`src/rtl/delivery_map_scheduler.sv`:
```
// Paces map-advance pulses: samples the speed, then emits a fixed-length pulse train at that rate.
// Optional WAIT_VEL timeout and sticky sensor_fault are built with DELIVERY_MAP_SCHEDULER_TIMEOUT_EN.
module delivery_map_scheduler #(
  parameter int TICK_BASE        = 16,
  parameter int STEPS_PER_SAMPLE = 4,
  parameter int MEAS_TIMEOUT     = 10
) (
  input  logic       clock,
  input  logic       reset,
  input  logic       enable,
  input  logic       velocity_ready,
  input  logic [1:0] velocity,
  output logic       get_velocity,
  output logic       count_map,
  output logic [1:0] level,
  output logic       sensor_fault,
  output logic       busy,
  output logic [2:0] estado
);

  typedef enum logic [2:0] {
    IDLE     = 3'd0,
    REQUEST  = 3'd1,
    WAIT_VEL = 3'd2,
    RUN      = 3'd3,
    STEP     = 3'd4
  } state_t;

  state_t     state;
  logic [7:0] tick_cnt;
  logic [7:0] step_cnt;
  logic [7:0] tick_last;

  // RUN lasts P-1 cycles and STEP one more, so pulses land exactly P cycles apart.
  assign tick_last = 8'((TICK_BASE >> level) - 2);

  assign busy   = (state != IDLE);
  assign estado = state;

`ifdef DELIVERY_MAP_SCHEDULER_TIMEOUT_EN
  logic [15:0] tmo_cnt;
  logic        fault;
  assign sensor_fault = fault;
`else
  assign sensor_fault = 1'b0;
`endif

  always_ff @(posedge clock or negedge reset) begin
    if (!reset) begin
      state        <= IDLE;
      tick_cnt     <= 8'd0;
      step_cnt     <= 8'd0;
      level        <= 2'd0;
      get_velocity <= 1'b0;
      count_map    <= 1'b0;
`ifdef DELIVERY_MAP_SCHEDULER_TIMEOUT_EN
      tmo_cnt      <= 16'd0;
      fault        <= 1'b0;
`endif
    end else begin
      get_velocity <= 1'b0;
      count_map    <= 1'b0;
      if (!enable) begin
        state    <= IDLE;
        tick_cnt <= 8'd0;
        step_cnt <= 8'd0;
`ifdef DELIVERY_MAP_SCHEDULER_TIMEOUT_EN
        tmo_cnt  <= 16'd0;
`endif
      end else begin
        case (state)
          IDLE: begin
            tick_cnt     <= 8'd0;
            step_cnt     <= 8'd0;
            state        <= REQUEST;
            get_velocity <= 1'b1;
          end
          REQUEST: begin
`ifdef DELIVERY_MAP_SCHEDULER_TIMEOUT_EN
            tmo_cnt <= 16'd0;
`endif
            state <= WAIT_VEL;
          end
          WAIT_VEL: begin
            // A ready on the final timeout cycle takes priority over the timeout.
            if (velocity_ready) begin
              level    <= velocity;
              tick_cnt <= 8'd0;
              state    <= RUN;
            end
`ifdef DELIVERY_MAP_SCHEDULER_TIMEOUT_EN
            else if (tmo_cnt == 16'(MEAS_TIMEOUT - 1)) begin
              fault    <= 1'b1;
              tmo_cnt  <= 16'd0;
              tick_cnt <= 8'd0;
              state    <= RUN;
            end else begin
              tmo_cnt <= tmo_cnt + 16'd1;
            end
`endif
          end
          RUN: begin
            if (tick_cnt == tick_last) begin
              tick_cnt  <= 8'd0;
              state     <= STEP;
              count_map <= 1'b1;
            end else begin
              tick_cnt <= tick_cnt + 8'd1;
            end
          end
          STEP: begin
            if (step_cnt == 8'(STEPS_PER_SAMPLE - 1)) begin
              step_cnt     <= 8'd0;
              state        <= REQUEST;
              get_velocity <= 1'b1;
            end else begin
              step_cnt <= step_cnt + 8'd1;
              state    <= RUN;
            end
          end
          default: state <= IDLE;
        endcase
      end
    end
  end

endmodule
```
`config.mk`:
```
export PLATFORM = sky130hd
export DESIGN_NAME = delivery_map_scheduler
export DESIGN_NICKNAME = d
export VERILOG_FILES = /design/src/rtl/delivery_map_scheduler.sv
export SDC_FILE = /design/constraint.sdc
export NUM_CORES = 1
export LEC_CHECK = 0
export CAP_MARGIN = 0
export CORE_MARGIN = 3
export CORE_UTILIZATION = 55
export CTS_BUF_LIST = sky130_fd_sc_hd__clkbuf_2 sky130_fd_sc_hd__clkbuf_4 sky130_fd_sc_hd__clkbuf_8
export CTS_CLUSTER_SIZE = 8
export DETAILED_ROUTE_END_ITERATION = 12
export PLACE_DENSITY = 0.78
export SLEW_MARGIN = 20
export SYNTH_ARGS = -nofsm -noshare
export SYNTH_HDL_FRONTEND = slang
export SYNTH_SLANG_ARGS = --single-unit
```
`constraint.sdc`:
```
create_clock -name clock -period 2.3 [get_ports clock]
set_input_delay 0.23 -clock clock [delete_from_list [all_inputs] [get_ports clock]]
set_output_delay 0.23 -clock clock [all_outputs]
set_load 0.02 [all_outputs]
```
== Word level (Yosys, flattened, before mapping) ==
Cells that the tools add are included.
Cells by class
  add/sub/neg operators: 3
  equality and inequality tests: 10
  shifts and indexed selects: 1
  muxes and demuxes: 18
  reductions and logical operators: 5
Operators with widths (number)
  $mux 8: 5
  $pmux 8 s3: 1
  $add 8x1->8 const B: 2
  $pmux 8 s2: 1
  $pmux 3 s5: 1
  $mux 3: 3
  $eq 8x2->1 const B: 1
  $eq 8x8->1: 1
  $shr 5x2->8 const A: 1
  $sub 8x3->8 const B: 1
  $eq 3x2->1 const B: 2
  $ne 3x3->1 const B: 2
  $mux 1: 5
  $ne 4x1->1 const B: 1
  $reduce_and 2->1: 2
  $eq 3x1->1 const B: 1
  $eq 3x3->1 const B: 1
  $logic_not 3->1: 1
  $ne 3x1->1 const B: 1
  $reduce_and 3->1: 1
  $reduce_bool 3->1: 1
  $mux 2: 1
  $pmux 1 s2: 1
Storage, ports and cells
  bits in registers: 23
  output and inout port bits: 9
  word-level logic and storage cells: 43

== Logic depth before layout (Yosys ltp) ==
  word-level depth: 6
  gate-level depth with buffers: 6
  mapped depth without buffers: 5

== Least setup slack after synthesis ==
OpenSTA, ideal clock, no wires.
  path kind: flip-flop to flip-flop
  start point: register step_cnt[0]
  end point: register step_cnt[7]
  arrival: 1.678 ns
  path slack: 0.541 ns
  cell stages (with the launch flop): 7
  period minus slack after synthesis: 1.759 ns
  cells stage by stage: dfrtp_1 > ha_1 > nor3b_1 > a2111oi_4 > buf_4 > a41oi_1 > a31oi_1
Between the ends
  longest elaborated chain between the ends: 4
Ends and longest elaborated chain
  from (decl): line 31  | logic [7:0] step_cnt;
  from (signal assigned): line 117  | step_cnt <= step_cnt + 8'd1;
  $add 8x1->8 or $eq 8x2->1 (tied branches): line 117, 112
  $mux 8 *: line 112  | if (step_cnt == 8'(STEPS_PER_SAMPLE - 1)) begin
  $pmux 8 s2 *: line 71  | case (state)
  $mux 8 *: line 63  | if (!enable) begin
Mark *: on every way between the ends. The rest lies on a longest branch, timed or not.
A chain may end at the register's enable or synchronous reset.

== Worst setup path in the final report ==
  start point: register state[1] (netlist: estado[1])
  end point: output port busy
Between the ends
  longest elaborated chain between the ends: 1
Ends and longest elaborated chain
  from (decl): line 29  | state_t state;
  from (signal assigned): line 50  | state <= IDLE;
  from (signal assigned): line 64  | state <= IDLE;
  from (signal assigned): line 75  | state <= REQUEST;
  $reduce_bool 3->1: line 37  | assign busy = (state != IDLE);
  to (decl): line 17  | output logic busy,
No other way between the ends.

==> impl_metrics.toml <==
[status]
outcome = "completed"

[sta]
final.period_utilization_pct = 87.7
maxSlewViolCount = 0
timing.fmax_ghz = 0.496
hold_viol = 0
finalSetupTns_ns = 0
setup_viol = 0
worst_hold_slack_ns = 0.262
finClkSkew_ns = 0.00252
rsz0062_at_grt = "no"
worst-slew-pin-transition_ns = 0.525
slew_headroom_pct = 64.9
timing.final.crit_period_ns = 2.02

[setup_path]
critical_path.top_delay_family = "flip-flops"
max_stage_delay_ns = 0.55
crit_slowest_cell = "dfrtp_1"
crit_required_ns = 2.07
start_kind = "register"
path_max_fanout = 13
critPathKind = "register to primary output"
critPathBufInv = 1
crit_chain = "or3_1 -> clkdlybuf4s50_1"
cp.arrival_ns = 1.79
endpoint_kind = "primary output"

[cts]
clock-sinks = 23
clk_latency_ns = 0.30
cts_buffers = 3
clock_path_buffers = 2
htree_levels = 1
post-cts-setup-buffers = 0
cts-resized-gates = 0
cts_hold_buf = 0
path_clk_slew_ns = 0.12
cts_tree = "built"
clockRootBuffer = "clkbuf_4"

[finish]
fill_cells = 187
drive_gt1_share_pct = 16.7
nets = 153
final_common_cell = "dfrtp_1"
final_area_um2 = 1500
areaGrowthSynthToFinish_pct = 14.2
antenna_cells = 0
multi_input_area_um2 = 687
final_cell_mix = "dfrtp_1 (23), clkdlybuf4s50_1 (13), nand3_1 (12)"
ff_latch_area_um2 = 576
final_util_pct = 67.0

[yosys]
synth.top_cell.area_share_pct = 43.9
synth_nets = 137
netlist_top_cells_area = "dfrtp_1 (44%), nand3_1 (4.6%), mux2_2 (3.4%)"
yosys_register_bits = 23
yosys.area.top_type = "dfrtp_1"
seq_area_frac_synth_pct = 43.9
synth_cell_types = 44
ys_warn_count = 0
postSynthAreaPerCell_um2 = 10.2
netlist_instances = 129
netlist_area_um2 = 1310

[routing]
first_pass_iters = 5
drcViolationCount = 0
detail_route.wl_per_cell_um = 15.6
vias = 1066
wirelength_um = 2690
dr.first_iter.drc_count = 27
viasPerCell = 6.20
drtAntennaViolNets = 0

[global_routing]
grtUsageTotal_pct = 20.2
grt_pass1_wl_um = 4360
gr-total-overflow = 0
antenna_found_initial = 0
grt_pass1_vias = 977
grt_start_max_net_pins = 24

[floorplanning]
core_area_um2 = 2230
io_pins = 15
start_util_pct = 58.7
die_y_um = 54.8
die_w_um = 54.8
fp-row-count = 17
dieArea_um2 = 3000

[min_path]
hold_path.class = "primary input to asynchronous set/reset pin"

[placed_design]
place_congestion = 0.819
postPlaceCellArea_um2 = 1470
io_buffers = 13
dp_hpwl_um = 1900

[run]
cap_violations = 0

[pwr]
power_density_nw_per_um2 = 720
ir_drop_v = 0.000592
p_leak_nw = 0.651
[power breakdown]
part	switching (mW)	internal, mW	leakage, nW	total [mW]
registers	0.0766	0.442	0.314	0.519
logic	0.192	0.184	0.320	0.377
clock network	0.117	0.0647	0.0177	0.182
total	0.386	0.691	0.651	1.08
[through the flow]
step,power [mW],std cells,setup slack (ns)
2_1_floorplan,0.751,129,0.541
3_3_place_gp,0.889,168,0.442
3_5_place_dp,0.902,168,0.369
4_1_cts,1.09,172,0.284
5_1_grt,1.14,172,0.210
6_report,1.08,172,0.283
[cell usage after synthesis]
cell type / n
dfrtp_1: 23
nand3_1: 12
nand2_1: 11
inv_1: 5
or3_1: 5
a31oi_1: 4
and3_2: 4
mux2_2: 4
a2111oi_0: 3
a21oi_1: 3
a22o_1: 3
a41oi_1: 3
nand4_1: 3
nor2_1: 3
nor2b_1: 3
o21ai_0: 3
a221o_1: 2
and2_1: 2
and3_1: 2
buf_2: 2
buf_4: 2
ha_1: 2
nand2b_1: 2
nor3_1: 2
nor3b_1: 2
a2111oi_4: 1
a211o_1: 1
a211oi_1: 1
a211oi_4: 1
a21bo_2: 1
a21o_1: 1
a21oi_2: 1
a22o_2: 1
buf_1: 1
conb_1: 1
nand2b_4: 1
nand3b_1: 1
nor4_2: 1
o21a_1: 1
o31a_1: 1
or2_2: 1
or4_4: 1
xnor2_1: 1
xor2_1: 1
[path summary, 6_finish.rpt]
kind	slack (ns)	depth (start not counted)	endpoint	from
max	0.28	2	busy	estado[1]$_DFFE_PN0P_
min	0.26	2	count_map$_DFF_PN0_	reset
max reg2reg	0.39	6	step_cnt[4]$_DFFE_PN0P_	step_cnt[0]$_DFFE_PN0P_
min reg2reg	0.54	1	step_cnt[7]$_DFFE_PN0P_	step_cnt[7]$_DFFE_PN0P_
max in group asynchronous	1.81	2	tick_cnt[4]$_DFFE_PN0P_	reset
min in group clock	0.53	2	level[0]$_DFFE_PN0P_	velocity[0]
[sequential cells by signal, summed over array words and instances, names as in the netlist]
name,flops
count_map,1
get_velocity,1
tick_cnt,8
level,2
estado,3
step_cnt,8
[routing by layer]
metal	vias up	part of all wire [%]	global-route usage [%]	wire length [µm]
met5	-	0	0	0
met4	0	0.86	7.88	23
met3	2	3.8	3.27	102
met2	29	49	33.5	1320
met1	519	46	25.9	1240
li1	516	-	-	-
[cell type report]
| cell class | instances | share of cell area (%) |
|---|---|---|
| multi-input combinational | 96 | 45.9 |
| sequential | 23 | 38.5 |
| timing repair buffer | 16 | 10.2 |
| tap | 28 | 2.34 |
| clock buffer | 3 | 1.51 |
| inverter | 5 | 1.25 |
| clock inverter | 1 | 0.334 |
[cells by family after synthesis]
logic type,synth area share (%)
fa+ha+maj,1.91
simple gates,24.8
buf+inv,3.63
flops,43.9
compound gates,20.6
other cells,0.286
xor+xnor,1.34
mux,3.44
No activity file was read; power rests on OpenSTA's default activity.
==> variant 1 (same flow settings) <==
Add a define of `DELIVERY_MAP_SCHEDULER_TIMEOUT_EN`.
--- a/src/rtl/delivery_map_scheduler.sv
+++ b/src/rtl/delivery_map_scheduler.sv
@@ -1,5 +1,7 @@
 // Paces map-advance pulses: samples the speed, then emits a fixed-length pulse train at that rate.
 // Optional WAIT_VEL timeout and sticky sensor_fault are built with DELIVERY_MAP_SCHEDULER_TIMEOUT_EN.
+`define DELIVERY_MAP_SCHEDULER_TIMEOUT_EN
+
 module delivery_map_scheduler #(
   parameter int TICK_BASE        = 16,
   parameter int STEPS_PER_SAMPLE = 4,
Check against the original RTL: no difference found for any inputs over 10 cycles, from zero or initial values and one cycle with reset low; that may be too few to reach the edited logic, so the function may still have changed.
==> variant 1 against the original RTL <==
- non-clock buffer count up 7
- area after synthesis up 74%
- worst setup slack better by 4.0 ps
- clock power rose to 2.8 times the old value
- sequential cell count up 17
- design area up 73%
- total power up 66%
- wire length up 86%
- largest cell class unchanged
==> variant 1: results (changes against the original RTL) <==
Status
  – Outcome: finished, final reports clean

Synth
  – Top FF cell, synth: dfrtp_1
  – Sequential-to-total area share from yosys stat: 43.9% (-0.051 points)
  – Post-synthesis compound-gate area fraction: 22.4% (+1.8 points)
  – Post-Synth XOR/XNOR Area: 1.54% (+0.20 points)
  – Cells after Synth: 238 (+84%)
  – Post-synthesis mux area share: 1.87% (-1.6 points)
  – Adder-Cell Fraction of Synth Area: 2.19% (+0.28 points)
  – Distinct cell type count after synthesis: 55 (+25%)
  – Largest cells by area after synthesis: dfrtp_1 (44%), a31oi_1 (4.9%), nand3_1 (3.5%)
  – Mapped Nets: 248 (+81%)
  – Asr flop ratio synth: 100% (unchanged)
  – Post-synth top cells: dfrtp_1 (40), a31oi_1 (18), nand2_1 (16), nand3_1 (16), inv_1 (13)

GRT
  – Met2 Use GR: 33.6% (+0.11 points)
  – Most Crowded Layer GR: met2
  – GR Layer Usage met3: 4.60% (+1.3 points)
  – First-pass GRT wire length: 8.87 mm (+100%)
  – Initial antenna violation count: 0 (unchanged)
  – Vias in the first global route: 1900 (+94%)
  – Met1 usage in global routing: 31.3% (+5.4 points)
  – GRT Overall Usage: 22.0% (+1.9 points)
  – Pin count of the biggest net entering global routing: 41 (+71%)

STA
  – Skew final: 7.22 ps (+4.69 ps)
  – Slew @ Worst Pin: 887 ps (+362 ps)

Clocking
  – CTS max path bufs: 2 (unchanged)
  – Clk slew on worst S/H paths: 80 ps (-40 ps)
  – # hold bufs at CTS: 0 (unchanged)
  – H-tree levels: 2 (+1)
  – Clock root buffer master: clkbuf_8
  – Setup bufs post-CTS: 0 (unchanged)
  – Num CTS Buffers: 5 (+2)

Placed design
  – Final HPWL DP: 3.48 mm (+83%)
  – DP Area: 0.00249 sq mm (+69%)
  – Buffers on Ports: 14 (+1)
  – GPL Wtd Cong: 0.836 (+2.1%)
  – Placed Cells incl. Taps: 298 (+77%)

Pwr
  – P_leak: 0.000996 uW (+53%)
  – Max VDD drop: 0.487 mV (-18%)

Routing
  – DR iter-0 viols: 162 (+500%)
  – Drt pass-1 iters: 4 (-1)
  – Drt total wl: 5.01 mm (+86%)
  – Vias: 1951 (+83%)

Layout
  – Layout overhead on the synthesized area: 13.3%
  – Layout Cells excl Fill: 305 (+77%)
  – Fraction of layout cells with a size suffix above 1: 10.5% (-6.2 points)
  – Nets: 267 (+75%)
  – # diodes: 0 (unchanged)

Critical path
  – Crit path DAT: ~1800 ps
  – Delay of the slowest cell on the worst path: between 500 and 600 ps
  – RR Startpoint: step_cnt[5]
  – Worst Setup SP: estado[2]
  – CP max FO: 13 (unchanged)
  – Slowest cell on the critical path: dfrtp_1
==> variant 1: where the power goes <==
part	switching [uW]	leakage (uW)	internal (uW)
Combinational	263	0.000394	211
Clock	239	0.0000503	267
Sequential	70.7	0.000551	743
Total	572	0.000996	1220
==> variant 1: layout make-up <==
| type | instances | area [sq um] |
|---|---|---|
| Clock buffer | 7 | 96.3 |
| Multi-Input combinational cell | 174 | 1170 |
| Sequential cell | 40 | 1000 |
| Timing Repair Buffer | 23 | 203 |
| Fill cell | 322 | 1240 |
| Inverter | 13 | 48.8 |
| Tap cell | 48 | 60.1 |
==> variant 1: logic make-up after synthesis <==
family / Yosys count
compound gates: 72
xor+xnor: 4
fa+ha+maj: 4
buf+inv: 24
flops: 40
mux: 4
simple gates: 90
==> variant 1: path summary, 6_finish.rpt <==
path                                      to  slack (ps)  depth (start not counted)
worst max-delay path                    busy         290                          2
worst max register to register   step_cnt[7]         430                          4
min in group clock              sensor_fault         490                          1
worst min-delay path             tick_cnt[3]          50                          1
max in group asynchronous        step_cnt[0]        1680                          1
worst min register to register  sensor_fault         490                          1
==> variant 1: layer usage <==
layer  vias to the layer above  wire length [um]
met5                         -                 0
met4                         0                63
met3                         7               163
met2                        36              2400
met1                       950              2380
li1                        958                 -
==> variant 1: through the flow <==
step / hold slack [ps] / util, % / setup slack [ps]
5_1_grt: 129 / 67.5 / 212
4_1_cts: 88.3 / 67.5 / 267
3_5_place_dp: 405 / 65.0 / 294
2_1_floorplan: -65.6 / - / 582
3_3_place_gp: 403 / 65.0 / 368
6_report: 54.7 / 67.5 / 287
==> variant 2 (config.mk and constraints unchanged) <==
Made on the original files. Reset style: synchronous (`reset`), changed in one clocked block.
--- a/src/rtl/delivery_map_scheduler.sv
+++ b/src/rtl/delivery_map_scheduler.sv
@@ -45,7 +45,7 @@
   assign sensor_fault = 1'b0;
 `endif
 
-  always_ff @(posedge clock or negedge reset) begin
+  always_ff @(posedge clock) begin
     if (!reset) begin
       state        <= IDLE;
       tick_cnt     <= 8'd0;
Behaviour: differs if reset is asserted again (counterexample within 4 cycles, from zero or initial values and one cycle with reset low); with reset held inactive, the same outputs for 10 cycles.
==> variant 2 against the original RTL <==
- sequential share of layout area fell by 1.7 points
- design area fell by 16%
- worst setup slack improved by 56 ps
- area after synthesis fell by 17%
- wire length fell by 24%
- register-to-register slack improved by 60 ps
- clock skew rose by 3.7 ps
- die area fell by 16%
- count of clock-buffer cells in the layout rose by 1
- fmax rose by 2.8%
- sequential cell count did not move
Power is not compared: it rests on default switching activity, and its combinational part moved more than twofold at a synthesized area within 25%.
==> variant 2: results (changes against the original RTL) <==
Synth
  – Synth Warn #: 0 (unchanged)
  – Post-synth top cells: nor2_1 (24), dfxtp_1 (23), xor2_1 (12), nand2_1 (10), nand4_1 (7)
  – Post-synthesis mux area share: 0.925% (-2.5 points)
  – Mapped Nets: 130 (-5.1%)
  – Sequential-to-total area share from yosys stat: 42.5% (-1.4 points)
  – Cells after Synth: 122 (-5.4%)
  – Largest cells by area after synthesis: dfxtp_1 (43%), xor2_1 (9.7%), nor2_1 (8.3%)
  – Adder-Cell Fraction of Synth Area: 2.31% (+0.40 points)
  – Post-synthesis compound-gate area fraction: 9.94% (-11 points)
  – Top FF cell, synth: dfxtp_1
  – Distinct cell type count after synthesis: 31 (-30%)
  – Asr flop ratio synth: 0% (-100 points)
  – Post-Synth XOR/XNOR Area: 12.9% (+12 points)

Critical path
  – CP max FO: 14 (+1)
  – R2R Setup Slk: 450 ps (+60 ps)
  – Slowest cell on the critical path: clkdlybuf4s50_1
  – Crit path DAT: 1730 ps (-60 ps)
  – Delay of the slowest cell on the worst path: 540 ps
  – RR Endpoint: tick_cnt[3]
  – Reg2reg path depth: 5 (-1)
  – RR Startpoint: estado[0]

Clocking
  – Setup bufs post-CTS: 0 (unchanged)
  – Clock root buffer master: clkbuf_4
  – Num CTS Buffers: 3 (unchanged)
  – Later-pin clock latency in the skew report: a little over 300 ps
  – Clk slew on worst S/H paths: between 100 and 150 ps
  – CTS max path bufs: 2 (unchanged)
  – Resize count post-CTS: 0 (unchanged)
  – H-tree levels: 1 (unchanged)

Layout
  – Fillers: 153 (-18%)
  – # diodes: 0 (unchanged)
  – Nets: 145 (-5.2%)
  – Fraction of layout cells with a size suffix above 1: 7.35% (-9.3 points)

Routing
  – Avg WL per Cell: 12.7 um (-18%)
  – Drt pass-1 iters: 4 (-1)
  – DR iter-0 viols: 7 (-74%)
  – Vias/cell: 5.40 (-13%)
  – Vias: 869 (-18%)

Worst hold path
  – Hold Path Stages: 3
  – Hold endpoint: level[0]
  – Hold crit path type: in -> reg
  – Min-delay src: velocity[0]

GRT
  – Pin count of the biggest net entering global routing: 15 (-38%)
  – First-pass GRT wire length: 3.57 mm (-18%)
  – GRT Overall Usage: 18.4% (-1.7 points)
  – Vias in the first global route: 822 (-16%)
  – Initial antenna violation count: 0 (unchanged)

STA
  – Skew final: 6.26 ps (+3.74 ps)

Placed design
  – Placed Cells incl. Taps: 157 (-6.5%)
  – GPL Wtd Cong: 0.776 (-5.3%)
  – Buffers on Ports: 13 (unchanged)
  – Final HPWL DP: 1.50 mm (-21%)

Pwr
  – Max VDD drop: about 0.45 mV
  – P_leak: 0.000470 uW

Status
  – Outcome: finished, final reports clean
-- variant 2: cells by family (layout without fill, tap and decap cells) --
family,count (synthesis),after routing
buffers and inverters,3,17
flip-flops,23,23
AND/OR/NAND/NOR,62,62
other,1,1
AO/OA/AOI/OAI,14,14
multiplexers,1,1
adder cells (fa/ha/maj),2,2
XOR/XNOR,16,16
-- variant 2: critical path: cells and delay by family, from the launching register on --
family | cells | cell delay [ps]
buf+inv | 1 | 540
flops | 1 | 470
simple gates | 1 | 400
-- variant 2: per-layer routing --
layer	routed length [um]	part of all wire (%)	track usage [%]	up-vias
met5	0	0	0	-
met4	32	1.6	6.73	0
met2	915	45	28.9	15
li1	-	-	-	444
met1	1030	50	24.3	405
met3	67	3.3	4.75	5
-- variant 2: power by group --
group,internal [uW],switching (uW)
clock,79.4,120
sequential,402,8.53
combinational,27.0,29.9
-- variant 2: per-stage QoR --
| step | hold slack [ps] | power [uW] | utilization (%) | instance area (sq um) | worst slack [ps] |
|---|---|---|---|---|---|
| floorplan | 365 | 455 | - | 1080 | 681 |
| global placement | 499 | 476 | 68.5 | 1220 | 458 |
| detailed placement | 522 | 477 | 68.5 | 1220 | 358 |
| CTS | 445 | 673 | 70.2 | 1250 | 323 |
| global route | 461 | 690 | 70.2 | 1250 | 269 |
| finish | 448 | 668 | 70.2 | 1250 | 339 |
-- variant 2: cell type report --
type	count	area share (%)
multi-input combinational	96	47.9
clock buffer	4	2.40
timing repair buffer	13	10.4
tap	25	2.50
sequential	23	36.8
-- variant 2: worst max path at each step --
| stage | from | to | slack (ps) |
|---|---|---|---|
| 6_report | estado[0] | busy | 340 |
| 5_1_grt | estado[1] | busy | 270 |
| 4_1_cts | estado[0] | busy | 320 |
| 3_5_place_dp | velocity_ready | tick_cnt[7] | 360 |
| 3_3_place_gp | velocity_ready | tick_cnt[4] | 460 |
| 2_1_floorplan | step_cnt[0] | estado[1] | 680 |
